$ cat src/rtl/flick_tick_bank.sv
// -----------------------------------------------------------------------------
// flick_tick_bank
//
// A bank of N_CH independent programmable tick generators on the 2 MHz clock.
// Each channel counts clk_2MHz edges up to its own divisor. At every terminal
// count it emits a one-cycle tick pulse and toggles a square wave output.
// A channel is either free-running (mode 0) or one-shot (mode 1). A one-shot
// channel stops after its first terminal count and raises a sticky done flag.
//
// Parameters
//   N_CH     number of channels, 1..16
//   CNT_W    divisor / counter width in bits
//   DEF_DIV  divisor loaded into every channel by reset (must fit in CNT_W)
//
// Ports
//   clk_2MHz   in   1      system clock, all state changes on the rising edge
//   reset      in   1      asynchronous, active-high reset
//   ch_en      in   N_CH   per-channel count enable (level)
//   sync       in   1      one-cycle pulse: restart the phase of every channel
//   load       in   1      one-cycle pulse: write load_div/load_mode to load_ch
//   load_ch    in   CH_W   target channel of load; values >= N_CH write nothing
//   load_div   in   CNT_W  new divisor (0 stops the channel)
//   load_mode  in   1      new mode: 0 = free-running, 1 = one-shot
//   tick       out  N_CH   registered one-cycle pulse at each terminal count
//   wave       out  N_CH   registered square wave, toggles at each terminal count
//   done       out  N_CH   registered sticky flag, set when a one-shot completes
// -----------------------------------------------------------------------------
module flick_tick_bank #(
  parameter int unsigned N_CH    = 4,
  parameter int unsigned CNT_W   = 21,
  parameter int unsigned DEF_DIV = 250000,
  localparam int unsigned CH_W   = (N_CH > 1) ? $clog2(N_CH) : 1
) (
  input  logic             clk_2MHz,
  input  logic             reset,
  input  logic [N_CH-1:0]  ch_en,
  input  logic             sync,
  input  logic             load,
  input  logic [CH_W-1:0]  load_ch,
  input  logic [CNT_W-1:0] load_div,
  input  logic             load_mode,
  output logic [N_CH-1:0]  tick,
  output logic [N_CH-1:0]  wave,
  output logic [N_CH-1:0]  done
);

  // Reset value of the divisor, sized once so every channel uses the same
  // constant without repeating the width cast.
  localparam logic [CNT_W-1:0] DEF_DIV_W = CNT_W'(DEF_DIV);

  // Operating mode of a channel.
  typedef enum logic {
    MODE_FREE    = 1'b0,
    MODE_ONESHOT = 1'b1
  } mode_e;

  // Complete architectural state of one channel. Keeping it in a single
  // struct makes reset, restart and load read as whole-state assignments.
  typedef struct packed {
    logic [CNT_W-1:0] div;
    logic [CNT_W-1:0] cnt;
    mode_e            mode;
    logic             wave;
    logic             tick;
    logic             done;
  } chan_t;

  for (genvar i = 0; i < N_CH; i++) begin : g_ch

    chan_t            st_q;
    logic             load_hit;
    logic             active;
    logic             terminal;
    logic [CNT_W-1:0] div_m1;

    // A load addresses this channel only when load_ch equals its index.
    // Codes >= N_CH match no channel, so an out-of-range load writes nothing.
    assign load_hit = load && (load_ch == CH_W'(i));

    // div == 0 parks the channel. A one-shot that has completed also parks
    // until a load, a sync or a reset restarts it.
    assign active = ch_en[i]
                 && (st_q.div != '0)
                 && !((st_q.mode == MODE_ONESHOT) && st_q.done);

    // Terminal count uses >= instead of == so that a counter sitting at or
    // above div-1 cannot run on towards wrap-around. It simply terminates on
    // the next active cycle. div_m1 is only consulted while div != 0, so the
    // underflow for div == 0 never matters.
    assign div_m1   = st_q.div - CNT_W'(1);
    assign terminal = (st_q.cnt >= div_m1);

    // NOTE: sequential state is assigned with non-blocking (<=) only, so every
    //       channel register samples pre-edge values regardless of statement order.
    always_ff @(posedge clk_2MHz or posedge reset) begin
      if (reset) begin
        st_q.div  <= DEF_DIV_W;
        st_q.cnt  <= '0;
        st_q.mode <= MODE_FREE;
        st_q.wave <= 1'b0;
        st_q.tick <= 1'b0;
        st_q.done <= 1'b0;
      end else if (sync || load_hit) begin
        // A restart outranks a terminal count in the same cycle: no tick and
        // no toggle. When sync and load coincide, the addressed channel takes
        // its new divisor and mode while every channel restarts.
        st_q.cnt  <= '0;
        st_q.wave <= 1'b0;
        st_q.tick <= 1'b0;
        st_q.done <= 1'b0;
        if (load_hit) begin
          st_q.div  <= load_div;
          st_q.mode <= mode_e'(load_mode);
        end
      end else if (active) begin
        if (terminal) begin
          st_q.cnt  <= '0;
          st_q.tick <= 1'b1;
          st_q.wave <= ~st_q.wave;
          // Only a one-shot latches done. A free-running channel keeps done
          // at its cleared value.
          if (st_q.mode == MODE_ONESHOT) begin
            st_q.done <= 1'b1;
          end
        end else begin
          st_q.cnt  <= st_q.cnt + CNT_W'(1);
          st_q.tick <= 1'b0;
        end
      end else begin
        // Paused, stopped (div == 0) or finished one-shot. cnt, wave and done
        // hold so that re-enabling resumes mid-period.
        st_q.tick <= 1'b0;
      end
    end

    assign tick[i] = st_q.tick;
    assign wave[i] = st_q.wave;
    assign done[i] = st_q.done;

  end : g_ch

endmodule : flick_tick_bank

$ cat config.mk
export PLATFORM = sky130hd
export DESIGN_NAME = flick_tick_bank
export DESIGN_NICKNAME = d
export VERILOG_FILES = /design/src/rtl/flick_tick_bank.sv
export SDC_FILE = /design/constraint.sdc
export NUM_CORES = 1
export LEC_CHECK = 0
export CAP_MARGIN = 20
export CORE_UTILIZATION = 25
export CTS_BUF_LIST = sky130_fd_sc_hd__clkbuf_4
export CTS_CLUSTER_SIZE = 10
export DETAILED_ROUTE_END_ITERATION = 10
export SLEW_MARGIN = 20
export SYNTH_ARGS = -nofsm -noshare
export SYNTH_HDL_FRONTEND = slang
export SYNTH_SLANG_ARGS = --single-unit
$ cat constraint.sdc
create_clock -name clk_2MHz -period 15.07 [get_ports clk_2MHz]
set_clock_uncertainty 0.05 [all_clocks]
set_input_delay 2.2605 -clock clk_2MHz [delete_from_list [all_inputs] [get_ports clk_2MHz]]
set_output_delay 2.2605 -clock clk_2MHz [all_outputs]
set_load 0.05 [all_outputs]
==> reports/summary.md <==
The run finished with clean final reports. The class of the most critical hold timing path was flip-flop to flip-flop. For this run, the total global-route usage over all layers was measured as 12.6%. Along the worst hold path, the cell count comes to 2.

Last weighted congestion value of the routability-driven placer: 0.781. The post-route netlist has 14.7% of its cells at a drive strength greater than 1. The clock-pin slew reported for the worst setup and hold paths after clock tree synthesis was 0.16 ns. The measured slew at the worst slew-check pin was 1.02 ns; the worst voltage drop across the vdd grid was 51.0 uV.

In this run the number of cells on the critical path is 9. In this run the deepest clock path goes through 2 buffers. The biggest area contributor in the post-synthesis netlist is dfrtp_1. The biggest fanout along the worst timing path is 26, and the total via count in the routed design is 9833. The analysis attributes to cell leakage a power of 5.13 nW. The number of global-route vias before repair came out at 9665.

Measured along the x axis, the die boundary spans 223 um. The tools report the number of distinct library cell variants in the gate-level netlist after synthesis as 73. STA classifies the critical path endpoint as a flip-flop.

For the number of iterations in the first detailed-routing pass, the log shows 6. For the worst flop-to-flop path, the logic depth is 10. The final design utilization was 28.1%.

STA puts the critical path data required time at 15.51 ns. The finished layout holds 1899 standard cells, fillers aside. The cell count after placement is 1866, and the worst max-slew margin expressed relative to the limit is 32.1%. Setup repair after global routing left no endpoint under its margin. The worst hold path terminates at done[2]$_DFFE_PP0P_. In this run the remaining antenna-violating nets after routing total 0. The largest incremental delay on the critical path is 0.49 ns, and the CTS sink count is 184.

The final count of pins violating max slew was 0; the synthesized cell area was 12200 sq um. At the later pin of the worst-skew pair, clock insertion delay measures 0.62 ns. The initial core utilization came out at 25.4%. Net count reported at finish: 1397.

Hold is met by 0.465 ns. The total CTS buffers was 17; the number of synthesized flops with an enable pin was 0. Walking the worst path, the cells encountered are clkdlybuf4s50_1, nor3b_4, buf_4, nor2_1, a21boi_1, buf_4, nor2b_1, nand2_2, o311ai_0. Floorplan die area: 49700 sq um. For the setup slack of the critical path after layout, the log shows 10.45 ns. In the synthesized netlist the dominant register cell turns out to be dfrtp_1.

The pin count of the biggest net entering global routing is 126, and the top-area cell type share of the netlist area is 32.0%. The layout overhead on the synthesized area came out at 10.6%. Number of buffers inserted by post-CTS setup repair: 0. The buffer type at the clock tree root is clkbuf_4. The mean number of vias per cell was 5.18.

Leaving out fill and tap cells, the most frequent cell in the layout is dfrtp_1. Timing would allow up to 0.217 GHz. The category of the critical setup timing path is input port to flip-flop.

The sum of negative setup slack was 0 ns. The clock period minus worst slack is 4.62 ns, and the arrival time of the worst setup path is 5.06 ns. Hold repair after CTS inserted 0 buffers.

The total of flip-flops plus latches after synthesis came out at 184. The mean cell area of the mapped netlist is 9.69 sq um. The endpoint identified for the worst register-to-register timing path is g_ch[2].st_q[11]$_DFFE_PP0P_. The number of setup violations in the final report was 0; the count of buffering cells on the critical path with inverters included was 3.

The number of max-cap violations came out at 0. The startpoint identified for the worst register-to-register timing path is g_ch[2].st_q[27]$_DFFE_PP0P_. Global routing finished with a remaining overflow of 0. Summed over all layers, the routed wires come to 30700 um. Sorting the synthesized cells by area gives the leading types as dfrtp_1, ha_1, mux2_2. For this design the ratio of total power to cell area is 86.4 nW/um^2. Wire length per cell after detailed routing: 16.1 um. The library cells used most frequently in the layout, excluding fill and tap cells, are dfrtp_1, nand2_1, ha_1.

For this run, design rule violations remaining after detail routing come to 0. The layout has 5002 filler cells. TritonCTS built the clock tree. For the global-route wire length before repair, the log shows 50700 um. The share of synthesized registers carrying an async set or reset was 100%.

Among cell families on the critical path, the largest total delay comes from simple AND/OR/NAND/NOR gates. For the post-cts repair resize count, the log shows 0. After the first detailed-routing iteration, the DRC count stood at 595.

The H-tree generated during clock tree synthesis spans 4 levels. Measured along the y axis, the die boundary spans 223 um. For this design, the slowest cell found on the critical path is clkdlybuf4s50_1. In this design, the critical path's most frequently occurring cell is buf_4. The flop-to-flop setup slack was 10.64 ns. The start point of the worst hold path was done[2]$_DFFE_PP0P_. For the count of warnings emitted by yosys, the log shows 0. The count of buffers inserted at the top-level ports works out to 43. Of the synthesized area, sequential elements account for 38.0%. The number of hold-slack violations in the final timing report was 0; the fraction of the cycle the final worst path needs was 30.6%. The startpoint type of the worst setup path was an input port. The number of placement rows is 80. For the number of antenna violations at the first check in global routing, the log shows 5. The run gives 9.36 ns as the worst slack after detailed placement.

The region available for standard cell placement spans 47900 sq um. The wire-length estimate of the detail-placed layout is 22200 um. When the netlist entered floorplanning its net count stood at 1386.

The cell count after synthesis came out at 1259. In this run the count of I/O pins placed on the die edge is 44.
through the flow:
step           cell area (sq um)  power [mW]
6_report                   13500        1.16
3_3_place_gp               13200       0.858
2_1_floorplan              12200       0.795
5_1_grt                    13500        1.23
3_5_place_dp               13200       0.870
4_1_cts                    13500        1.18
cell usage after synthesis (6+ instances only):
cell      instances
nor2_1           63
nor4_1           32
nor3b_1           6
xor2_1           17
o311ai_0         14
inv_1            28
o21ai_0          25
and3_1           19
a21oi_1          45
or4_1            28
nand2b_1          9
or2_2             6
nand3_1          67
ha_1             95
buf_4            15
xnor2_1          78
buf_2             8
dfrtp_1         156
nor2b_1           9
and2_1            9
nand2_1         117
a31oi_1          11
dfstp_2          28
a211oi_1         31
nand4_1          57
a21boi_0          7
a21o_1            7
o211ai_1          7
mux2_2           86
nor3_1           49
a31o_2           14
clkbuf_1         34
or3_1            14
worst max path at each step:
stage,start,end,slack [ns]
2_1_floorplan,reset,done[0]$_DFFE_PP0P_,7.81
3_3_place_gp,load_ch[0],g_ch[3].st_q[24]$_DFFE_PP0P_,9.47
3_5_place_dp,load_ch[0],g_ch[3].st_q[24]$_DFFE_PP0P_,9.36
4_1_cts,load_ch[0],g_ch[3].st_q[24]$_DFFE_PP0P_,10.02
5_1_grt,load,g_ch[0].st_q[20]$_DFFE_PP0P_,10.24
6_report,load,g_ch[0].st_q[8]$_DFFE_PP0P_,10.45
report_power, final:
part           leakage [nW]  switching, mW  internal, mW  total, mW
registers              2.34         0.0621         0.553      0.615
clock network         0.160          0.188         0.116      0.303
logic                  2.63          0.128         0.119      0.247
total                  5.13          0.378         0.787       1.16
registers in the layout, summed over array words and instances (netlist names):
| signal | count |
|---|---|
| done | 4 |
| g_ch.st_q | 172 |
| wave | 4 |
| tick | 4 |
worst register-to-register path, cell delays in order (launching register included):
cell and delay [ns]:
dfrtp_1 0.46, or4_1 0.69, nor4_4 0.53, nand2_1 0.16
xor2_1 0.17, ha_1 0.29, nand4_1 0.11, a2111oi_0 0.62
o41a_1 0.79, nor3_1 0.12, or3_1 0.37
metal layers:
layer,track usage [%],share of wire (%),vias to the layer above,wire length (um)
li1,-,-,4710,-
met1,18.3,51,4896,15700
met2,19.6,44,205,13600
met3,1.79,3.5,22,1080
met4,2.89,0.99,0,304
met5,0,0,-,0
logic make-up (layout without fill, tap and decap cells):
kind of cell    Yosys count  after routing  share of synthesized area [%]
other cells               0              2                              0
flops                   184            184                           38.0
mux                      89             89                           8.19
simple gates            502            502                           21.7
xor+xnor                 95             95                           6.82
buf+inv                  90            113                           3.54
fa+ha+maj                95             95                           9.75
compound gates          204            204                           12.0
layout make-up:
type | instances | area, sq um | share of cell area, %
Clock inverter | 14 | 173 | 1.28
Inverter | 28 | 113 | 0.835
Multi-Input combinational cell | 985 | 7140 | 53.0
Sequential cell | 184 | 4640 | 34.4
Clock buffer | 17 | 128 | 0.946
Tap cell | 615 | 769 | 5.71
Timing Repair Buffer | 54 | 513 | 3.80
Antenna cell | 2 | 5.00 | 0.0371
Note: power is estimated with default switching activity, not from simulation.
==> RTL change (config.mk and constraints unchanged) <==
`CNT_W`: 21 -> 42.
--- a/src/rtl/flick_tick_bank.sv
+++ b/src/rtl/flick_tick_bank.sv
@@ -28,5 +28,5 @@
 module flick_tick_bank #(
   parameter int unsigned N_CH    = 4,
-  parameter int unsigned CNT_W   = 21,
+  parameter int unsigned CNT_W   = 42,
   parameter int unsigned DEF_DIV = 250000,
   localparam int unsigned CH_W   = (N_CH > 1) ? $clog2(N_CH) : 1
Ports: changed (resized load_div); port bits go from 44 to 65. No check against the original RTL was run, so the function may have changed too.
==> RTL change against the unedited design <==
Area after synthesis up 85%; count of clock-buffer cells in the layout up 114; cell area up 91%; critical path depth up 8; worst setup slack worse by 1.4 ns; routed wire length up 96%; power up 110%; sequential cell count up 168; largest power group unchanged.
==> RTL change: results (changes against the unedited design) <==
| Quantity | This run | Unit | vs unedited |
|---|---|---|---|
| Critical Path AT | 6.63 | ns | was 5.06 ns |
| Hold-critical path endpoint | g_ch[2].st_q[45]$_DFFE_PP0P_ | - | was done[2]$_DFFE_PP0P_ |
| Final net count | 2,655 | - | was 1,397 |
| H-tree level count | 3 | - | was 4 |
| Number of DRC markers in iteration 0 | 1,195 | - | was 595 |
| Most common library cells after synthesis | sky130_fd_sc_hd__dfrtp_1 (324), sky130_fd_sc_hd__nor2_1 (244), sky130_fd_sc_hd__ha_1 (179) | - | was sky130_fd_sc_hd__dfrtp_1 (156), sky130_fd_sc_hd__nand2_1 (117), sky130_fd_sc_hd__ha_1 (95) |
| Maximum number of pins on one net before global-route repair | 154 | - | was 126 |
| Total of fill cells in the finished design | 9,384 | - | was 5,002 |
| Longest Clk Path Bufs | 3 | - | was 2 |
| Clock input transition at the sequential cells of the worst setup and hold paths | 0.06 | ns | was 0.16 ns |
| Top cells by area, synth | sky130_fd_sc_hd__dfrtp_1 (36%), sky130_fd_sc_hd__ha_1 (9.9%), sky130_fd_sc_hd__mux2_2 (8.5%), sky130_fd_sc_hd__xnor2_1 (6.5%), sky130_fd_sc_hd__nor2_1 (4.0%) | - | was sky130_fd_sc_hd__dfrtp_1 (32%), sky130_fd_sc_hd__ha_1 (9.7%), sky130_fd_sc_hd__mux2_2 (7.9%), sky130_fd_sc_hd__dfstp_2 (6.0%), sky130_fd_sc_hd__xnor2_1 (5.6%) |
| Gpl congestion | 0.8070 | - | was 0.7807 |
| Number of antenna violations at the first check in global routing | 11 | - | was 5 |
| Unique masters post-synth | 74 | - | was 73 |
| Sequential element share of the synthesized area | 39.09 | % | was 38.04% |
| Cell count of the worst reg-to-reg path | 17 | - | was 10 |
| Syn_area_per_cell | 9.714 | um^2 | was 9.688 um^2 |
| Clock latency at the later pin of the worst-skew pair | 0.84 | ns | was 0.62 ns |
| All-layer global routing usage | 13.23 | % | was 12.61% |
| Run status | finished clean | - | unchanged |
| Peak fanout along the critical path | 28 | - | was 26 |
| Hold path startpoint | g_ch[2].st_q[45]$_DFFE_PP0P_ | - | was done[2]$_DFFE_PP0P_ |
| Number of global-route vias before repair | 17.37k | - | was 9,665 |
| Detailed Place HPWL | 44,120 | um | was 22,210 um |
| Library cell contributing the largest single delay on the critical path | sky130_fd_sc_hd__or4_4 | - | was sky130_fd_sc_hd__clkdlybuf4s50_1 |
==> RTL change: cell count changes after synthesis, sizes merged, moves of 36 or more <==
cell	delta
ha	+84
xor2	+79
nor3	+49
nand3	+53
nor4	+36
dfrtp	+168
xnor2	+91
nand2	+47
mux2	+85
nor2	+181
==> RTL change: metal layers <==
metal	wire length, um	up-vias	GRT usage [%]
met5	0	-	0
met1	30540	8769	19.84
met2	24400	401	18.64
met3	4282	83	3.523
met4	899	0	2.979
li1	-	8696	-
==> RTL change: layout make-up <==
cell class / count / area (um^2) / share of cell area [%]
multi-input combinational: 1845 / 13290 / 51.65
sequential: 352 / 8843 / 34.38
tap: 1165 / 1458 / 5.666
clock buffer: 131 / 983.4 / 3.823
timing repair buffer: 81 / 780.7 / 3.035
inverter: 50 / 195.2 / 0.7587
clock inverter: 33 / 170.2 / 0.6614
antenna: 3 / 7.507 / 0.02918
==> RTL change: cells by family after synthesis <==
group,share of synthesized area (%)
simple gates,22.44
mux,8.777
fa+ha+maj,9.899
xor+xnor,10.26
flops,39.09
compound gates,7.140
buf+inv,2.395
==> RTL change: through the flow <==
step / setup slack (ns) / cell area, um^2
after floorplan: 3.042 / 22620
after global placement: 9.315 / 24560
after detailed placement: 9.128 / 24560
after CTS: 9.093 / 25720
after global routing: 8.637 / 25720
final: 9.040 / 25730
==> RTL change: power by group through the flow <==
stage | sequential [uW] | clock, uW | combinational [uW]
after floorplan | 1150 | 0 | 323
after global placement | 1180 | 0 | 427
after detailed placement | 1180 | 0 | 435
after CTS | 1160 | 886 | 438
after global routing | 1180 | 943 | 488
final | 1170 | 856 | 435
